### src/rtl/ram_arbiter_if.sv
// ram_arbiter_if: request/access/RAM bundle shared by the three requesters, the arbiter and the RAM.
// Signals: req/acc/wr (3 each), packed x_in/y_in (3x3 bit), wdata (3xCOL_W), grant, RAM port, read return, err.
// master = requesters + RAM model side, slave = arbiter side.
interface ram_arbiter_if #(
    parameter int COL_W  = 3,
    parameter int ADDR_W = 6
);
    logic [2:0]         req;
    logic [2:0]         acc;
    logic [2:0]         wr;
    logic [8:0]         x_in;
    logic [8:0]         y_in;
    logic [3*COL_W-1:0] wdata;
    logic [2:0]         grant;
    logic [ADDR_W-1:0]  ram_addr;
    logic               ram_wren;
    logic [COL_W-1:0]   ram_data;
    logic [COL_W-1:0]   ram_q;
    logic               rvalid;
    logic [COL_W-1:0]   rdata;
    logic [1:0]         rid;
    logic               err;

    modport master (
        output req, acc, wr, x_in, y_in, wdata, ram_q,
        input  grant, ram_addr, ram_wren, ram_data, rvalid, rdata, rid, err
    );

    modport slave (
        input  req, acc, wr, x_in, y_in, wdata, ram_q,
        output grant, ram_addr, ram_wren, ram_data, rvalid, rdata, rid, err
    );
endinterface

### src/rtl/ram_arbiter.sv
// ram_arbiter: grants one of three requesters (0=scanner, 1=mapper, 2=cleaner) a single-port pixel RAM.
// Latency: grant registered (1 edge after req); address/write decode combinational; rvalid/err 1 cycle after access.
// Ports: clk, resetn (sync, active-low), bus (ram_arbiter_if.slave). Macro RAM_ARB_RR_EN selects round-robin,
// otherwise fixed priority cleaner > mapper > scanner. The owner keeps the bus until it drops its own req.
module ram_arbiter #(
    parameter int IMG_W = 6,
    parameter int IMG_H = 6,
    parameter int COL_W = 3
) (
    input  logic         clk,
    input  logic         resetn,
    ram_arbiter_if.slave bus
);
    localparam int ADDR_W = $clog2(IMG_W * IMG_H);

    typedef enum logic {S_IDLE = 1'b0, S_OWNED = 1'b1} state_t;

    state_t            state_q;
    logic [2:0]        grant_q;
    logic [1:0]        owner_c;
    logic [2:0]        own_x_c;
    logic [2:0]        own_y_c;
    logic [COL_W-1:0]  own_wdata_c;
    logic              own_req_c;
    logic              own_acc_c;
    logic              own_wr_c;
    logic              in_range_c;
    logic [ADDR_W-1:0] addr_c;
    logic [2:0]        win_c;

    logic              rvalid_q, rvalid_d;
    logic [1:0]        rid_q, rid_d;
    logic              err_q, err_d;

    // Owner index from the one-hot grant; 0 when idle, but every owner-qualified
    // strobe below is masked by grant_q so the idle value never matters.
    always_comb begin
        owner_c = 2'd0;
        if (grant_q[1]) owner_c = 2'd1;
        if (grant_q[2]) owner_c = 2'd2;
    end

    always_comb begin
        own_x_c     = bus.x_in[2:0];
        own_y_c     = bus.y_in[2:0];
        own_wdata_c = bus.wdata[COL_W-1:0];
        case (owner_c)
            2'd1: begin
                own_x_c     = bus.x_in[5:3];
                own_y_c     = bus.y_in[5:3];
                own_wdata_c = bus.wdata[2*COL_W-1:COL_W];
            end
            2'd2: begin
                own_x_c     = bus.x_in[8:6];
                own_y_c     = bus.y_in[8:6];
                own_wdata_c = bus.wdata[3*COL_W-1:2*COL_W];
            end
            default: ;
        endcase
    end

    // Non-owner strobes vanish here: only the granted bit survives the mask.
    assign own_req_c  = |(bus.req & grant_q);
    assign own_acc_c  = |(bus.acc & grant_q);
    assign own_wr_c   = |(bus.wr  & grant_q);
    assign in_range_c = (int'(own_x_c) < IMG_W) && (int'(own_y_c) < IMG_H);
    assign addr_c     = ADDR_W'(own_y_c) * ADDR_W'(IMG_W) + ADDR_W'(own_x_c);

    assign bus.ram_addr = (grant_q == 3'b000) ? '0 : addr_c;
    assign bus.ram_data = own_wdata_c;
    assign bus.ram_wren = own_acc_c & own_wr_c & in_range_c;

`ifdef RAM_ARB_RR_EN
    // One-hot marker of the requester the next search starts from.
    logic [2:0] rr_ptr_q, rr_ptr_d;
    logic       new_grant_c;

    always_comb begin
        case (rr_ptr_q)
            3'b010:  win_c = bus.req[1] ? 3'b010 : bus.req[2] ? 3'b100 : bus.req[0] ? 3'b001 : 3'b000;
            3'b100:  win_c = bus.req[2] ? 3'b100 : bus.req[0] ? 3'b001 : bus.req[1] ? 3'b010 : 3'b000;
            default: win_c = bus.req[0] ? 3'b001 : bus.req[1] ? 3'b010 : bus.req[2] ? 3'b100 : 3'b000;
        endcase
    end

    // A new grant is issued whenever the bus is free (idle or owner released) and someone asks.
    assign new_grant_c = (|bus.req) & ((grant_q == 3'b000) | ~own_req_c);
    // Next search starts just after the winner: rotate the one-hot left by one.
    assign rr_ptr_d    = new_grant_c ? {win_c[1:0], win_c[2]} : rr_ptr_q;

    always_ff @(posedge clk) begin
        if (!resetn) begin
            rr_ptr_q <= 3'b001;
        end else begin
            rr_ptr_q <= rr_ptr_d;
        end
    end
`else
    always_comb begin
        win_c = bus.req[2] ? 3'b100 : bus.req[1] ? 3'b010 : bus.req[0] ? 3'b001 : 3'b000;
    end
`endif

    // When the owner releases, the remaining req bits are arbitrated on the same
    // edge so the bus hands off with no idle cycle in between.
    always_ff @(posedge clk) begin
        if (!resetn) begin
            state_q <= S_IDLE;
            grant_q <= 3'b000;
        end else begin
            case (state_q)
                S_IDLE: begin
                    if (|bus.req) begin
                        state_q <= S_OWNED;
                        grant_q <= win_c;
                    end
                end
                S_OWNED: begin
                    if (!own_req_c) begin
                        if (|bus.req) begin
                            grant_q <= win_c;
                        end else begin
                            state_q <= S_IDLE;
                            grant_q <= 3'b000;
                        end
                    end
                end
                default: begin
                    state_q <= S_IDLE;
                    grant_q <= 3'b000;
                end
            endcase
        end
    end

    assign bus.grant = grant_q;

    // Read return: the RAM answers one cycle after the address, so rid is captured
    // at access time and survives a grant change on the same edge.
    assign rvalid_d = own_acc_c & ~own_wr_c & in_range_c;
    assign rid_d    = rvalid_d ? owner_c : rid_q;
    assign err_d    = own_acc_c & ~in_range_c;

    always_ff @(posedge clk) begin
        if (!resetn) begin
            rvalid_q <= 1'b0;
            rid_q    <= 2'd0;
            err_q    <= 1'b0;
        end else begin
            rvalid_q <= rvalid_d;
            rid_q    <= rid_d;
            err_q    <= err_d;
        end
    end

    assign bus.rvalid = rvalid_q;
    assign bus.rid    = rid_q;
    assign bus.err    = err_q;
    assign bus.rdata  = bus.ram_q;
endmodule

### src/flat_wrapper.sv
// flat-port wrapper written by rule: the top's interface ports become plain ports
module ram_arbiter_flat 
#(
    parameter int IMG_W = 6,
    parameter int IMG_H = 6,
    parameter int COL_W = 3
)
  (clk, resetn, bus_req, bus_acc, bus_wr, bus_x_in, bus_y_in, bus_wdata, bus_ram_q, bus_grant, bus_ram_addr, bus_ram_wren, bus_ram_data, bus_rvalid, bus_rdata, bus_rid, bus_err);
  ram_arbiter_if #(.COL_W(COL_W), .ADDR_W(6)) bus_i ();
  input  logic clk;
  input  logic resetn;
  input wire logic [$bits(bus_i.req)-1:0] bus_req;
  input wire logic [$bits(bus_i.acc)-1:0] bus_acc;
  input wire logic [$bits(bus_i.wr)-1:0] bus_wr;
  input wire logic [$bits(bus_i.x_in)-1:0] bus_x_in;
  input wire logic [$bits(bus_i.y_in)-1:0] bus_y_in;
  input wire logic [$bits(bus_i.wdata)-1:0] bus_wdata;
  input wire logic [$bits(bus_i.ram_q)-1:0] bus_ram_q;
  output wire logic [$bits(bus_i.grant)-1:0] bus_grant;
  output wire logic [$bits(bus_i.ram_addr)-1:0] bus_ram_addr;
  output wire logic [$bits(bus_i.ram_wren)-1:0] bus_ram_wren;
  output wire logic [$bits(bus_i.ram_data)-1:0] bus_ram_data;
  output wire logic [$bits(bus_i.rvalid)-1:0] bus_rvalid;
  output wire logic [$bits(bus_i.rdata)-1:0] bus_rdata;
  output wire logic [$bits(bus_i.rid)-1:0] bus_rid;
  output wire logic [$bits(bus_i.err)-1:0] bus_err;
  assign bus_i.req = bus_req;
  assign bus_i.acc = bus_acc;
  assign bus_i.wr = bus_wr;
  assign bus_i.x_in = bus_x_in;
  assign bus_i.y_in = bus_y_in;
  assign bus_i.wdata = bus_wdata;
  assign bus_i.ram_q = bus_ram_q;
  assign bus_grant = bus_i.grant;
  assign bus_ram_addr = bus_i.ram_addr;
  assign bus_ram_wren = bus_i.ram_wren;
  assign bus_ram_data = bus_i.ram_data;
  assign bus_rvalid = bus_i.rvalid;
  assign bus_rdata = bus_i.rdata;
  assign bus_rid = bus_i.rid;
  assign bus_err = bus_i.err;
  ram_arbiter #(.IMG_W(IMG_W), .IMG_H(IMG_H), .COL_W(COL_W)) u_core (.clk(clk), .resetn(resetn), .bus(bus_i));
endmodule
### config.mk
export PLATFORM = sky130hd
export DESIGN_NAME = ram_arbiter_flat
export DESIGN_NICKNAME = d
export VERILOG_FILES = /design/src/rtl/ram_arbiter_if.sv /design/src/rtl/ram_arbiter.sv /design/src/flat_wrapper.sv
export SDC_FILE = /design/constraint.sdc
export NUM_CORES = 1
export LEC_CHECK = 0
export BUFFER_PORTS_ARGS = -buffer_cell sky130_fd_sc_hd__buf_2
export CAP_MARGIN = 20
export CORE_MARGIN = 4
export CORE_UTILIZATION = 39
export DETAILED_ROUTE_END_ITERATION = 10
export HOLD_SLACK_MARGIN = 0.08
export PLACE_DENSITY = 0.79
export SLEW_MARGIN = 40
export SYNTH_ARGS = -nofsm -noshare
export SYNTH_HDL_FRONTEND = slang
export SYNTH_SLANG_ARGS = --single-unit
### constraint.sdc
create_clock -name clk -period 3.8 [get_ports clk]
set_clock_uncertainty 0.15 [all_clocks]
set_input_delay 0.76 -clock clk [delete_from_list [all_inputs] [get_ports clk]]
set_output_delay 0.76 -clock clk [all_outputs]
set_load 0.05 [all_outputs]
==> results of run 1 <==
[report_power, final]
part | switching, W | leakage (nW) | internal, W
Sequential | 0.00000563 | 0.0661 | 0.0000880
Clock | 0.0000297 | 0.0138 | 0.0000362
Combinational | 0.000132 | 0.460 | 0.0000828
Total | 0.000168 | 0.540 | 0.000207
[through the flow]
step	power, W	area (um2)	std cells
floorplan	0.000250	813	101
global placement	0.000291	1080	176
detailed placement	0.000297	1080	176
CTS	0.000365	1110	179
global route	0.000398	1140	179
finish	0.000375	1140	179
[worst max-delay path by stage]
stage | from | end | cells past startpoint
after global routing | bus_y_in[4] | bus_ram_addr[4] | 10
after detailed placement | bus_y_in[4] | bus_ram_addr[4] | 10
after floorplan | u_core.bus.grant[1]$_SDFFE_PN0P_ | bus_ram_addr[4] | 10
after CTS | bus_y_in[4] | bus_ram_addr[4] | 10
final | bus_y_in[4] | bus_ram_addr[4] | 10
after global placement | bus_y_in[4] | bus_ram_addr[4] | 10
[worst max-delay path: cells and delay by family]
kind	cells	cell delay, ns
AND/OR/NAND/NOR	1	0.38
multiplexers	1	0.14
AO/OA/AOI/OAI	3	0.50
buffers and inverters	3	0.30
adder cells (fa/ha/maj)	2	0.76
[cell families after synthesis]
group | count (synthesis) | synth area share
AO/OA/AOI/OAI | 23 | 0.188
adder cells (fa/ha/maj) | 7 | 0.128
AND/OR/NAND/NOR | 37 | 0.227
flip-flops | 8 | 0.199
buffers and inverters | 12 | 0.0871
multiplexers | 12 | 0.149
XOR/XNOR | 2 | 0.0218
[metal layers]
metal  vias up  global-route usage  wire (um)
li1        462                   -          -
met1       399               0.182        893
met2        45               0.278       1070
met3         3              0.0169        190
met4         0              0.0638         32
met5         -                   0          0
[sequential cells by signal, summed over array words and instances, names as in the netlist]
signal             count
u_core.state_q         1
u_core.bus.rid         2
u_core.bus.err         1
u_core.bus.rvalid      1
u_core.bus.grant       3
[repair_timing]
action	in CTS	in global routing
resized for setup	1	9
endpoints found under the setup margin	1	1
pin swaps	0	4
[cells in the final DEF (no fill, tap or decap), types with 3 or more instances in the layout]
cell / Yosys / final
buf_2: 2 / 53
nand2_1: 19 / 19
mux2i_1: 12 / 12
o21ai_0: 11 / 9
dfxtp_1: 8 / 6
ha_1: 5 / 4
buf_4: 4 / 4
a21oi_1: 3 / 3
nor3_1: 3 / 3
a222oi_1: 3 / 3
clkbuf_4: 0 / 3
[area by class of cell]
class / instances / area share
Tap cell: 27 / 0.0297
Sequential cell: 8 / 0.143
Multi-Input combinational cell: 81 / 0.528
Inverter: 2 / 0.00660
Clock buffer: 3 / 0.0198
Timing Repair Buffer: 58 / 0.273
==> run metrics, run 1 <==
status=finished clean; Starting Density=0.410; IO Port Bufs=54; DPL Wire Length=between 1.5 and 2 mm; WHS Path Cells=2; Post-CTS Hold Fix Bufs=0; layout cells sized above 1=0.474; sequential share of the synthesized area=0.199; achievable frequency=around 270 MHz; remaining global-route overflow=0; Worst-Skew Late Latency=0.26 ns; Antenna Cells=0; final hold vios=0; gate count of the mapped netlist=around 100; final hold slack=roughly 0.31 ns; vias in the first global route=~840; number of antenna violations at the first check in global routing=0; Power per Cell Area=330 nW/um2; Vias=roughly 910; Yosys top cell by area=dfxtp_1; number of setup violations in the final report=0; largest net degree at the start of global routing=17; Via density=between 5 and 6; CP startpoint kind=input port; Required @ worst endpoint=2.89 ns; max-cap viol count=0; total CTS buffers=3; final WL=between 2 and 2.5 mm; nets@finish=~200; HP Start=u_core.bus.rid[1]$_SDFFE_PN0P_; Worst path max stage delay=~0.55 ns; peak supply drop=about 190 uV; Yosys warnings=0; RD Place Congestion=a little under 0.8; DRC viols=0; setup ws final=about 0.061 ns; top_reg_cell synth=dfxtp_1; Hold Path End=u_core.bus.rid[1]$_SDFFE_PN0P_; ANT nets after route=0; CP endpoint kind=output pin; synthesized area=between 800 and 900 um2; Post-Syn Area per Cell=around 8 um2; Reg2Reg Setup Slack=~1.6 ns; IO Count=61; reg2reg end=u_core.bus.rid[0]$_SDFFE_PN0P_; Clk Tree Root Cell=clkbuf_4; fin crit share=0.984; CTS H-tree depth=1; asr flop ratio synth=0; synthesis-to-finish area growth=41.4%; Post-synth EDFFs=0; Storage cell area=roughly 160 um2; footprint of the multi-input gates=601 um2; first-pass GRT wire length=around 3.3 mm; Slew headroom=0.521; syn nets=~150; reg2reg path depth=8; Post-synth top cells=nand2_1 (19), mux2i_1 (12), o21ai_0 (11); post-CTS setup buffer count=0; CTS tree=yes; area share of the largest cell type after synthesis=0.199; Crit-path slowest cell=fa_1; 1st-pass router iterations=4; fin. max-slew vios=0; Tmin final=about 3.7 ns; Clock Sinks=8; initial DRC count=10; Core ar.=~2000 um2; top post-synthesis cells by area=dfxtp_1 (20%), mux2i_1 (15%), nand2_1 (8.9%), ha_1 (7.8%), o21ai_0 (6.8%); worst-path maximum fanout=2; post-synthesis register bit count=8; die width=roughly 53 um; pre-CTS setup slack=-0.0107 ns; FILL cells=~190; num rows=16; worst-margin pin slew=about 0.71 ns; Clock Pin Slew Worst Setup and Hold Paths=~0.05 ns; worst min path class=register to register; Static Leak=0.540 nW; DR WL/cell=between 10 and 15 um; Layout Utilization=0.580; most common cell in the synthesized netlist=nand2_1; GRT Total Usage=0.155; FF-to-FF Start=u_core.bus.grant[1]$_SDFFE_PN0P_; Die Area=~2900 um2; buffer depth of the longest clock path=2; Critical Path AT=2.83 ns; Die Ht=around 53 um; Yosys cell types=32; Cell Chain, Critical Path=buf_2 > mux2i_1 > o21ai_1 > ha_2 > fa_1 > inv_1 > or3_4 > a21oi_1 > o21ba_4 > buf_8; setup_tns=0 ns; Setup CP Type=input port to output pin
Note: power is estimated with default switching activity, not from simulation.
==> run 2, diff against run 1 <==
--- a/config.mk
+++ b/config.mk
@@ -8,10 +8,11 @@
 export BUFFER_PORTS_ARGS = -buffer_cell sky130_fd_sc_hd__buf_2
 export CAP_MARGIN = 20
 export CORE_MARGIN = 4
-export CORE_UTILIZATION = 39
+export CORE_UTILIZATION = 41
+export CTS_BUF_LIST = sky130_fd_sc_hd__clkbuf_4
 export DETAILED_ROUTE_END_ITERATION = 10
 export HOLD_SLACK_MARGIN = 0.08
-export PLACE_DENSITY = 0.79
+export PLACE_DENSITY = 0.82
 export SLEW_MARGIN = 40
 export SYNTH_ARGS = -nofsm -noshare
 export SYNTH_HDL_FRONTEND = slang
==> run 2 against run 1 <==
  * Wire length rose by 4.8%
  * Total power is 3.2% lower
  * Combinational power down 5%
  * Critical endpoint unchanged
  * Final cell count down 1.1%
  * Via count up 2.3%
  * Global-route usage grew 0.99 points
  * Critical path type unchanged
  * Die area is 4.2% lower
  * Sequential power rose by 0.5%
  * Largest cell class unchanged
  * Sequential cell count unchanged
==> run metrics, run 2 (same netlist as run 1, synthesis figures left out) <==
ANT nets after route=0; Placed Instance Area=between 1000 and 1500 um2; CP startpoint kind=input port; Antenna Cells=0; buffer depth of the longest clock path=2; reg2reg path depth=8; number of antenna violations at the first check in global routing=0; CTS tree=yes; RD Place Congestion=approximately 0.88; Vias=930; synthesis-to-finish area growth=39.0%; Worst path max stage delay=0.52 ns; Clock Sinks=8; 1st-pass router iterations=4; largest net degree at the start of global routing=17; Die Area=about 2700 um2; Tmin final=between 3 and 4 ns; max FFs per register=3; DPL Wire Length=roughly 1.9 mm; Setup CP Type=input port to output pin; layout cells sized above 1=0.474; worst min path class=register to register; Critical Path AT=2.83 ns; fin crit share=0.983; remaining global-route overflow=0; first-pass GRT wire length=approximately 3.5 mm; status=finished clean; cell area after layout=1120 um2; DRC viols=0; total CTS buffers=3; achievable frequency=~270 MHz; GRT Total Usage=0.164; most frequent cells in the layout=buf_2 (53), nand2_1 (19), mux2i_1 (11); final hold slack=~0.3 ns; die width=around 52 um; Slew headroom=0.539; Die Ht=between 50 and 60 um; final hold vios=0; WHS Path Cells=2; commonest non-fill, non-tap cell in the layout=buf_2; worst-margin pin slew=a little under 0.7 ns; num rows=15; DR WL/cell=around 13 um; Required @ worst endpoint=around 2.9 ns; Post-CTS Hold Fix Bufs=0; Placed Instances=174; initial DRC count=19; IO Port Bufs=between 50 and 60; max-cap viol count=0; CP top delay family=adder cells; CTS H-tree depth=1; total power=between 0.0003 and 0.0004 W; Crit path depth=10; peak supply drop=176 uV; Clk Tree Root Cell=clkbuf_4; Via density=~5.3; WP buf/inv=3; Crit-path slowest cell=fa_1; worst-path maximum fanout=2; Cell Chain, Critical Path=buf_2 > mux2i_1 > o21ai_1 > ha_2 > fa_1 > inv_1 > or3_1 > and3_1 > o21ba_2 > buf_4; fin. max-slew vios=0; CP endpoint kind=output pin; nets@finish=202; fin cells=~180; final WL=~2.3 mm; Worst-Skew Late Latency=around 0.26 ns; Core ar.=between 1500 and 2000 um2; Starting Density=0.451; Power per Cell Area=roughly 320 nW/um2; Static Leak=roughly 0.54 nW; Clock Pin Slew Worst Setup and Hold Paths=roughly 0.050 ns; number of setup violations in the final report=0; IO Count=a little over 60; vias in the first global route=884
-- run 2: cell count changes in the layout (fill, tap and decap cells not counted) --
cell	before	now
and3_1	0	1
and3_4	1	0
buf_4	4	5
buf_8	1	0
mux2i_1	12	11
mux2i_2	0	1
o21ai_1	2	1
o21ai_2	0	1
o21ba_2	0	1
o21ba_4	1	0
or3_1	0	1
or3_4	1	0
-- run 2: layer usage --
layer	vias up	share of wire	track usage
met2	41	0.50	0.314
li1	462	-	-
met5	-	0	0
met3	5	0.092	0.0142
met1	422	0.39	0.178
met4	0	0.015	0.0766
-- run 2: what timing repair did --
| item | 4_1_cts | 5_1_grt |
|---|---|---|
| buffers inserted | 0 | 0 |
| resized for setup | 0 | 8 |
| endpoints found under the setup margin | 0 | 1 |
-- run 2: path summary, 6_finish.rpt --
kind / startpoint / endpoint / slack [ns]
min reg2reg: u_core.bus.rid[0]$_SDFFE_PN0P_ / u_core.bus.rid[0]$_SDFFE_PN0P_ / 0.31
max: bus_y_in[4] / bus_ram_addr[4] / 0.06
min: u_core.bus.rid[0]$_SDFFE_PN0P_ / u_core.bus.rid[0]$_SDFFE_PN0P_ / 0.31
max reg2reg: u_core.bus.grant[1]$_SDFFE_PN0P_ / u_core.bus.rid[1]$_SDFFE_PN0P_ / 1.48
-- run 2: where the power goes --
group	internal, W	switching [W]	total, W
clock network	0.0000361	0.0000286	0.0000647
registers	0.0000881	0.00000613	0.0000942
logic	0.0000753	0.000129	0.000204
total	0.000200	0.000163	0.000363
-- run 2: per-stage QoR --
step	util	setup slack, ns	TNS (ns)
3_3_place_gp	0.607	0.0907	0
6_report	0.627	0.0650	0
5_1_grt	0.627	-0.0272	-0.0272
4_1_cts	0.620	0.0141	0
2_1_floorplan	-	0.00687	0
3_5_place_dp	0.607	0.0147	0
-- run 2: layout make-up --
cell class | instances | area [um2]
Inverter | 2 | 7.51
Multi-Input combinational cell | 81 | 592
Clock buffer | 3 | 22.5
Sequential cell | 8 | 163
Fill cell | 159 | 664
Timing Repair Buffer | 58 | 303
Tap cell | 25 | 31.3
-- run 2: worst min-delay path, cell delays in order, from the launching register on --
cell     delay, ns
dfxtp_1       0.30
nand2_1       0.05
mux2i_1       0.05
==> run 3, diff against run 2 <==
==> constraint.sdc (replaced) <==
create_clock -name clk -period 3.8 [get_ports clk]
set_clock_uncertainty 0.15 [all_clocks]
set_input_delay 0 -clock clk [delete_from_list [all_inputs] [get_ports clk]]
set_output_delay 0 -clock clk [all_outputs]
set_load 0.05 [all_outputs]
==> run 3 against run 2 <==
  * Final cell count increased by 7.3%
  * Critical path type is now register to output pin
  * Register-to-register slack got worse by 0.47 ns
  * Die area unchanged
  * First-iteration DRC count increased by 63%
  * Hold slack got worse by 0.19 ns
  * Non-clock buffer count increased by 13
==> run metrics, run 3 (same netlist as run 1, synthesis figures left out) <==
DR WL/cell=between 10 and 15 um; die width=between 50 and 60 um; largest net degree at the start of global routing=18; footprint of the multi-input gates=574 um2; 1st-pass router iterations=4; reg2reg path depth=7; Required @ worst endpoint=3.65 ns; number of setup violations in the final report=0; Die Area=about 2700 um2; Storage cell area=roughly 160 um2; CP startpoint kind=register; worst-path maximum fanout=9; DRC viols=0; status=finished clean; final hold vios=0; Starting Density=0.451; Antenna Cells=0; Die Ht=roughly 52 um; nets@finish=approximately 220; peak supply drop=168 uV; fin. max-slew vios=0; first-pass GRT wire length=3.85 mm; total CTS buffers=3; IO Count=slightly above 60; Vias=about 1000; layout cells sized above 1=0.376; Clock Pin Slew Worst Setup and Hold Paths=~0.060 ns; RD Place Congestion=between 0.8 and 0.9; number of antenna violations at the first check in global routing=0; Worst-Skew Late Latency=between 0.2 and 0.3 ns; Core ar.=1780 um2; unrepaired setup endpoints after global routing=no; FILL cells=148; Hold Path End=u_core.bus.rid[1]$_SDFFE_PN0P_; Clock Sinks=8; Slew headroom=0.551; Layout Utilization=0.691; Clk Tree Root Cell=clkbuf_4; HP Start=bus_wr[1]; Power per Cell Area=306 nW/um2; vias in the first global route=a little under 1k; ANT nets after route=0; Placed Instance Area=between 1000 and 1500 um2; Tmin final=between 3 and 4 ns; achievable frequency=slightly above 300 MHz; final WL=approximately 2.5 mm; setup_tns=0 ns; worst min path class=input port to register; remaining global-route overflow=0; Via density=about 5.2; fin cells=190; worst-margin pin slew=around 0.67 ns; Reg2Reg Setup Slack=1.01 ns; CTS tree=yes; WHS Path Cells=4; CP endpoint kind=output pin; DPL Wire Length=1.85 mm; crit path launch=u_core.bus.grant[1]$_SDFFE_PN0P_; FF-to-FF Start=u_core.bus.grant[1]$_SDFFE_PN0P_; cell area after layout=between 1000 and 1500 um2; Placed Instances=around 170; Critical Path AT=about 3.1 ns; buffer depth of the longest clock path=2; GRT Total Usage=0.186; max FFs per register=3; max-cap viol count=0; num rows=15; reg2reg end=u_core.bus.rvalid$_SDFF_PN0_; initial DRC count=31; commonest non-fill, non-tap cell in the layout=buf_2; Static Leak=around 0.59 nW; IO Port Bufs=54; synthesis-to-finish area growth=53.0%; fin crit share=0.859; Setup CP Type=register to output pin; most frequent cells in the layout=buf_2 (54), nand2_1 (19), dlygate4sd3_1 (15); CTS H-tree depth=1
run 3: cell types whose count changed in the layout (fill, tap and decap cells not counted), moves of 2 or more:
cell           before  now
buf_4               5    2
dfxtp_1             6    8
dfxtp_2             2    0
dlygate4sd3_1       0   15
nor2_1              2    4
nor2_2              2    0
o21ai_0             9   11
run 3: worst max-delay path by stage:
stage                                 end  slack, ns  cells after the start
final                     bus_ram_addr[4]       0.54                      9
after global routing      bus_ram_addr[4]       0.34                      9
after CTS                 bus_ram_addr[4]       0.53                      9
after detailed placement  bus_ram_addr[4]       0.83                      9
after global placement    bus_ram_addr[4]       0.93                      9
after floorplan           bus_ram_addr[5]       0.57                      9
run 3: cell type report:
cell class | count | area share
sequential | 8 | 0.130
tap | 25 | 0.0254
timing repair buffer | 71 | 0.354
inverter | 2 | 0.00610
clock buffer | 3 | 0.0183
multi-input combinational | 81 | 0.466
run 3: worst max-delay path: stages (launching register included):
cell     delay [ns]
dfxtp_1        0.58
mux2i_1        0.23
o21ai_0        0.22
ha_1           0.31
fa_1           0.52
inv_1          0.05
or3_1          0.36
and3_1         0.19
o21ba_2        0.18
buf_2          0.20
run 3: per-layer routing:
layer	up-vias	routed length, um	GRT usage
met5	-	0	0
met4	0	93	0.111
met3	9	212	0.0256
met2	51	1260	0.364
met1	447	946	0.180
li1	490	-	-
run 3: timing repair:
| item | CTS | global route |
|---|---|---|
| setup buffers | 0 | 0 |
| hold buffers | 15 | 0 |
| resized for setup | 0 | 0 |
| endpoints found under the hold margin | 11 | 0 |
run 3: power breakdown:
group	leakage [nW]	internal [W]	switching, W	total [W]
combinational	0.512	0.0000798	0.000134	0.000214
clock	0.0138	0.0000364	0.0000333	0.0000697
sequential	0.0655	0.0000876	0.00000638	0.0000940
total	0.591	0.000204	0.000173	0.000377
run 3: through the flow:
| step | setup slack, ns | hold slack [ns] | total power, W |
|---|---|---|---|
| finish | 0.538 | 0.119 | 0.000377 |
| detailed placement | 0.833 | -0.150 | 0.000290 |
| floorplan | 0.565 | -0.0321 | 0.000246 |
| CTS | 0.532 | 0.103 | 0.000380 |
| global placement | 0.926 | -0.150 | 0.000284 |
| global route | 0.336 | 0.156 | 0.000400 |
